$ cat config.mk
export PLATFORM = sky130hd
export DESIGN_NAME = pico_mm_timer_flat
export DESIGN_NICKNAME = d
export VERILOG_FILES = /design/src/rtl/pico_mm_timer_pkg.sv /design/src/rtl/pico_mm_if.sv /design/src/rtl/pico_mm_edge_sync.sv /design/src/rtl/pico_mm_timer.sv /design/src/flat_wrapper.sv
export SDC_FILE = /design/constraint.sdc
export NUM_CORES = 1
export LEC_CHECK = 0
export CAP_MARGIN = 5
export CORE_ASPECT_RATIO = 1.4
export CORE_MARGIN = 3
export CORE_UTILIZATION = 58
export DETAILED_ROUTE_END_ITERATION = 6
export PLACE_DENSITY = 0.81
export SETUP_SLACK_MARGIN = 0.5
export SLEW_MARGIN = 30
export SYNTH_ARGS = -nofsm -noshare
export SYNTH_HDL_FRONTEND = slang
export SYNTH_HIERARCHICAL = 1
export SYNTH_SLANG_ARGS = --single-unit
$ cat constraint.sdc
create_clock -name clk -period 5.51 [get_ports clk]
set_clock_uncertainty 0.05 [all_clocks]
set_input_delay 1.102 -clock clk [delete_from_list [all_inputs] [get_ports clk]]
set_output_delay 1.102 -clock clk [all_outputs]
set_load 0.02 [all_outputs]
$ cat src/rtl/pico_mm_timer_pkg.sv
// Register map, bit positions and the CTRL register layout shared by the PicoMm timer.
package pico_mm_timer_pkg;

   localparam int unsigned DATA_W = 32;
   localparam int unsigned OFF_W  = 3;
   localparam int unsigned STAT_W = 2;

   localparam logic [OFF_W-1:0] OFF_CTRL    = 3'd0;
   localparam logic [OFF_W-1:0] OFF_PSC     = 3'd1;
   localparam logic [OFF_W-1:0] OFF_LOAD    = 3'd2;
   localparam logic [OFF_W-1:0] OFF_COUNT   = 3'd3;
   localparam logic [OFF_W-1:0] OFF_STATUS  = 3'd4;
   localparam logic [OFF_W-1:0] OFF_CAPTURE = 3'd5;

   localparam int unsigned CTRL_EN_BIT     = 0;
   localparam int unsigned CTRL_AUTO_BIT   = 1;
   localparam int unsigned CTRL_IRQ_EN_BIT = 2;

   localparam int unsigned STAT_EXPIRED_BIT  = 0;
   localparam int unsigned STAT_CAPTURED_BIT = 1;

   typedef struct packed {
      logic irq_en;
      logic auto_reload;
      logic en;
   } ctrl_t;

   function automatic ctrl_t ctrl_from_word(input logic [DATA_W-1:0] w);
      ctrl_t c;
      c.irq_en      = w[CTRL_IRQ_EN_BIT];
      c.auto_reload = w[CTRL_AUTO_BIT];
      c.en          = w[CTRL_EN_BIT];
      return c;
   endfunction

endpackage

$ cat src/rtl/pico_mm_if.sv
// PicoMm word-addressed bus: single-cycle writes, registered one-cycle read data.
interface PicoMmIf #(
   parameter int unsigned AW = 3
);
   logic [AW-1:0] addr;
   logic          write;
   logic          read;
   logic [31:0]   wrdata;
   logic [31:0]   rddata;

   modport slave  (input addr, write, read, wrdata, output rddata);
   modport master (output addr, write, read, wrdata, input rddata);
endinterface

$ cat src/rtl/pico_mm_edge_sync.sv
// Two-flop synchroniser for an asynchronous strobe plus a one-cycle rising-edge pulse.
module pico_mm_edge_sync (
   input  logic clk,
   input  logic rst,
   input  logic din,
   output logic rise_c
);

   logic sync1_q;
   logic sync2_q;
   logic prev_q;

   always_ff @(posedge clk or posedge rst) begin
      if (rst) begin
         sync1_q <= 1'b0;
         sync2_q <= 1'b0;
         prev_q  <= 1'b0;
      end else begin
         sync1_q <= din;
         sync2_q <= sync1_q;
         prev_q  <= sync2_q;
      end
   end

   assign rise_c = sync2_q & ~prev_q;

endmodule

$ cat src/rtl/pico_mm_timer.sv
// Memory-mapped down-counting timer with prescaler, auto-reload and level irq.
// Optional input capture is built when PICO_MM_TIMER_CAPTURE_EN is defined.
module pico_mm_timer
   import pico_mm_timer_pkg::*;
#(
   parameter int unsigned PSC_W    = 16,
   parameter logic [31:0] RST_LOAD = 32'hFFFF_FFFF
) (
   input  logic    clk,
   input  logic    rst,
   PicoMmIf.slave  s,
   input  logic    cap_in,
   output logic    irq
);

   ctrl_t               ctrl_q,    ctrl_d;
   logic [PSC_W-1:0]    psc_q,     psc_d;
   logic [PSC_W-1:0]    psc_cnt_q, psc_cnt_d;
   logic [DATA_W-1:0]   load_q,    load_d;
   logic [DATA_W-1:0]   count_q,   count_d;
   logic [STAT_W-1:0]   status_q,  status_d;
   logic [DATA_W-1:0]   rddata_q,  rddata_d;
   logic                irq_q,     irq_d;
   logic [DATA_W-1:0]   capture_q;

   logic [OFF_W-1:0]    off_c;
   logic                wr_ctrl_c, wr_psc_c, wr_load_c, wr_count_c, wr_status_c;
   ctrl_t               wr_ctrl_val_c;
   logic                tick_c;
   logic                expire_c;
   logic                cap_rise_c;
   logic [STAT_W-1:0]   stat_set_c, stat_clr_c;
   logic                unused_addr;

   assign off_c         = s.addr[OFF_W-1:0];
   assign unused_addr   = ^s.addr;
   assign wr_ctrl_c     = s.write && (off_c == OFF_CTRL);
   assign wr_psc_c      = s.write && (off_c == OFF_PSC);
   assign wr_load_c     = s.write && (off_c == OFF_LOAD);
   assign wr_count_c    = s.write && (off_c == OFF_COUNT);
   assign wr_status_c   = s.write && (off_c == OFF_STATUS);
   assign wr_ctrl_val_c = ctrl_from_word(s.wrdata);

   assign tick_c   = ctrl_q.en && (psc_cnt_q == psc_q);
   assign expire_c = tick_c && (count_q == '0);

`ifdef PICO_MM_TIMER_CAPTURE_EN
   pico_mm_edge_sync u_cap_sync (
      .clk    (clk),
      .rst    (rst),
      .din    (cap_in),
      .rise_c (cap_rise_c)
   );

   // Snapshot of COUNT as it stands on the synchronised capture edge.
   always_ff @(posedge clk or posedge rst) begin
      if (rst)
         capture_q <= '0;
      else if (cap_rise_c)
         capture_q <= count_q;
   end
`else
   logic unused_cap;
   assign unused_cap = cap_in;
   assign cap_rise_c = 1'b0;
   assign capture_q  = '0;
`endif

   always_comb begin
      ctrl_d     = ctrl_q;
      psc_d      = psc_q;
      psc_cnt_d  = psc_cnt_q;
      load_d     = load_q;
      count_d    = count_q;
      status_d   = status_q;
      rddata_d   = rddata_q;
      irq_d      = 1'b0;
      stat_set_c = '0;
      stat_clr_c = '0;

      // A CTRL write overrides the self-clearing of EN on a one-shot expiry.
      if (wr_ctrl_c)
         ctrl_d = wr_ctrl_val_c;
      else if (expire_c && !ctrl_q.auto_reload)
         ctrl_d.en = 1'b0;

      if (wr_psc_c)
         psc_d = s.wrdata[PSC_W-1:0];
      if (wr_load_c)
         load_d = s.wrdata;

      if (wr_ctrl_c && wr_ctrl_val_c.en && !ctrl_q.en)
         psc_cnt_d = '0;
      else if (ctrl_q.en)
         psc_cnt_d = tick_c ? '0 : psc_cnt_q + PSC_W'(1);

      // Bus write to COUNT beats a coincident decrement or reload.
      if (wr_count_c)
         count_d = s.wrdata;
      else if (tick_c) begin
         if (count_q != '0)
            count_d = count_q - DATA_W'(1);
         else if (ctrl_q.auto_reload)
            count_d = load_q;
      end

      stat_set_c[STAT_EXPIRED_BIT]  = expire_c;
      stat_set_c[STAT_CAPTURED_BIT] = cap_rise_c;
      if (wr_status_c)
         stat_clr_c = s.wrdata[STAT_W-1:0];
      status_d = stat_set_c | (status_q & ~stat_clr_c);

      irq_d = |(status_q & {STAT_W{ctrl_q.irq_en}});

      if (s.read) begin
         case (off_c)
            OFF_CTRL:    rddata_d = DATA_W'(ctrl_q);
            OFF_PSC:     rddata_d = DATA_W'(psc_q);
            OFF_LOAD:    rddata_d = load_q;
            OFF_COUNT:   rddata_d = count_q;
            OFF_STATUS:  rddata_d = DATA_W'(status_q);
            OFF_CAPTURE: rddata_d = capture_q;
            default:     rddata_d = '0;
         endcase
      end
   end

   always_ff @(posedge clk or posedge rst) begin
      if (rst) begin
         ctrl_q    <= '0;
         psc_q     <= '0;
         psc_cnt_q <= '0;
         load_q    <= RST_LOAD;
         count_q   <= '0;
         status_q  <= '0;
         rddata_q  <= '0;
         irq_q     <= 1'b0;
      end else begin
         ctrl_q    <= ctrl_d;
         psc_q     <= psc_d;
         psc_cnt_q <= psc_cnt_d;
         load_q    <= load_d;
         count_q   <= count_d;
         status_q  <= status_d;
         rddata_q  <= rddata_d;
         irq_q     <= irq_d;
      end
   end

   assign s.rddata = rddata_q;
   assign irq      = irq_q;

endmodule

$ cat src/flat_wrapper.sv
// flat-port wrapper written by rule: the top's interface ports become plain ports
module pico_mm_timer_flat import pico_mm_timer_pkg::*;
#(
   parameter int unsigned PSC_W    = 16,
   parameter logic [31:0] RST_LOAD = 32'hFFFF_FFFF
)
  (clk, rst, cap_in, irq, s_addr, s_write, s_read, s_wrdata, s_rddata);
  PicoMmIf #(.AW(3)) s_i ();
  input  logic clk;
  input  logic rst;
  input  logic cap_in;
  output logic irq;
  input wire logic [$bits(s_i.addr)-1:0] s_addr;
  input wire logic [$bits(s_i.write)-1:0] s_write;
  input wire logic [$bits(s_i.read)-1:0] s_read;
  input wire logic [$bits(s_i.wrdata)-1:0] s_wrdata;
  output wire logic [$bits(s_i.rddata)-1:0] s_rddata;
  assign s_i.addr = s_addr;
  assign s_i.write = s_write;
  assign s_i.read = s_read;
  assign s_i.wrdata = s_wrdata;
  assign s_rddata = s_i.rddata;
  pico_mm_timer #(.PSC_W(PSC_W), .RST_LOAD(RST_LOAD)) u_core (.clk(clk), .rst(rst), .s(s_i), .cap_in(cap_in), .irq(irq));
endmodule
==> metrics <==
sequential area share after synthesis 46.5%; via-per-instance ratio 6.44; area of the mapped netlist 7290 sq um; GPL Wtd Cong 0.896; initial DRC count 417; Setup CP Type reg2reg; Port Buf Inserts 71; CTS clk-pin slew, worst paths 60 ps; required time worst endpoint 5760 ps; wire per inst 20.6 microns; final non-filler cell total 910; CTS Buffer Depth 2; Worst-Margin Slew 929 ps; count leader, synth dfrtp_1; YS warnings 6; Placed Cells 878; post-synth top area share 35.0%; Async SR Flop Fraction 100%; Arr. time, crit path 3990 ps; Vias 5862; fin worst setup slack 1770 ps; CTS Hold Bufs 0; Final Hold Viols 0; cell taking the most area after synthesis dfrtp_1; total CTS buffers 17; achievable clock frequency 267 MHz; H-tree depth 4; #FFs+latches synth 134; Area Overhead vs Synth 20.1%; area of the multi-input gates 3600 sq um; Residual DRC 0; die width 101 microns; Sequential Area 3390 sq um; number of fill cells 829; Initial Util 60.5%; Die Y 139 microns; fin crit period 3740 ps; post-route ant nets 0; Core Box Area 12100 sq um; TNS Setup 0 ps; final core occ 72.7%; proportion of layout cells with a drive suffix above 1 21.0%; syn_area_per_cell 10.5 sq um; pin count of the biggest net entering global routing 71; Final Cycle Share 67.8%; crit end category flop; # setup viols final 0; status finished clean; DIE AREA 14000 sq um; EDFF count, synth 0; GRT Util Overall 27.8%; clock latency on the worst-skew pair 420 ps; CP startpoint kind flop; Max Cap Viol 0; Post-Syn Nets 735; vias in the first global route 6026; dominant cells by area after synthesis dfrtp_1, dfstp_2, mux2_2; Hold WS 465 ps; row count 47; gr ovfl total 0; Antenna diodes 0; total clock sinks 134; initial antenna violation count 0; total setup buffers inserted after CTS 0; CTS tree yes; predominant post-synthesis flop cell dfrtp_1; hpwl dp 12500 microns; first-pass detailed-route iteration total 7; Post-CTS Resized 0; synth unique cells 50; PwrDens 380 nW/um^2; worst slack, placed 1490 ps; synth cell count leaders dfrtp_1, mux2i_1, mux2_2; slew margin rel. 37.9%; Hold WC Path Type reg2reg; Routed WL 18700 microns; nets 793; CTS root buf clkbuf_16; crit-path max FO 19; VDD IR max 0.209 mV; Leak 3.65 nW; global-route wire length before repair 30700 microns; Final Slew Violations 0; synthesized instance count 692; IO Count 73; RSZ-0062 raised after global routing no
==> stage by stage <==
stage / power (W) / area, sq um
after CTS: 0.00333 / 8760
final: 0.00333 / 8760
after floorplan: 0.00193 / 7290
after global routing: 0.00350 / 8760
after detailed placement: 0.00219 / 8170
after global placement: 0.00214 / 8140
==> path summary, 6_finish.rpt <==
kind	start	endpoint	slack [ps]	cells after the start
min	u_core/psc_cnt_q[11]	u_core/psc_cnt_q[11]	470	1
max in group asynchronous	rst	u_core/load_q[24]	3380	3
max reg2reg	u_core/count_q[14]	u_core/count_q[30]	1770	7
min in group asynchronous	rst	u_core/psc_cnt_q[13]	1140	2
max	u_core/count_q[14]	u_core/count_q[30]	1770	7
min reg2reg	u_core/psc_cnt_q[11]	u_core/psc_cnt_q[11]	470	1
==> logic make-up after synthesis <==
kind of cell / count (synthesis) / share of synthesized area, %
adder cells (fa/ha/maj): 3 / 0.515
buffers and inverters: 84 / 4.63
AND/OR/NAND/NOR: 155 / 11.4
multiplexers: 139 / 20.4
flip-flops: 134 / 46.5
XOR/XNOR: 37 / 4.44
AO/OA/AOI/OAI: 140 / 12.1
==> cells in the final DEF, fill, tap and decap left out, drive strengths merged, types with 16 or more instances in the layout <==
master and count:
a21oi 23, a22oi 21, buf 16, clkbuf 21, clkdlybuf4s50 70, dfrtp 102, dfstp 32, inv 38
mux2 65, mux2i 73, nand2 38, nand3 21, nor2 17, o21ai 30, o22ai 38, xor2 22
==> critical path, stage by stage, from the launching register on <==
cell and delay [ps]:
dfrtp_1 470, or4_4 610, or4_1 680, or3_4 420, or2_4 280, o21ai_4 530, buf_16 240, mux2_2 340
==> area by class of cell <==
| cell class | instances | share of cell area, % |
|---|---|---|
| multi-input cells | 474 | 41.1 |
| inverters | 37 | 1.61 |
| repair buffers | 86 | 9.71 |
| well taps | 147 | 2.10 |
| clock inverters | 11 | 1.41 |
| flip-flops and latches | 134 | 38.7 |
| clock buffers | 21 | 5.37 |
==> flip-flops by register name, summed over array words and instances, names as in the netlist <==
name              cells
u_core/load_q        32
u_core/s.rddata      32
u_core/irq            1
u_core/status_q       2
u_core/count_q       32
u_core/psc_cnt_q     16
u_core/ctrl_q         3
u_core/psc_q         16
==> routing by layer <==
| metal | vias up | GRT usage, % | wire length (microns) |
|---|---|---|---|
| met5 | - | 0 | 0 |
| met4 | 0 | 11.0 | 441 |
| met3 | 49 | 5.59 | 1010 |
| met2 | 215 | 47.6 | 9880 |
| met1 | 2959 | 34.0 | 7390 |
| li1 | 2639 | - | - |
==> report_power, final <==
group | internal, W | leakage, nW | switching (W)
Sequential | 0.00122 | 1.63 | 0.000240
Combinational | 0.000380 | 1.74 | 0.000355
Clock | 0.000702 | 0.285 | 0.000432
No activity file was read; power rests on OpenSTA's default activity.
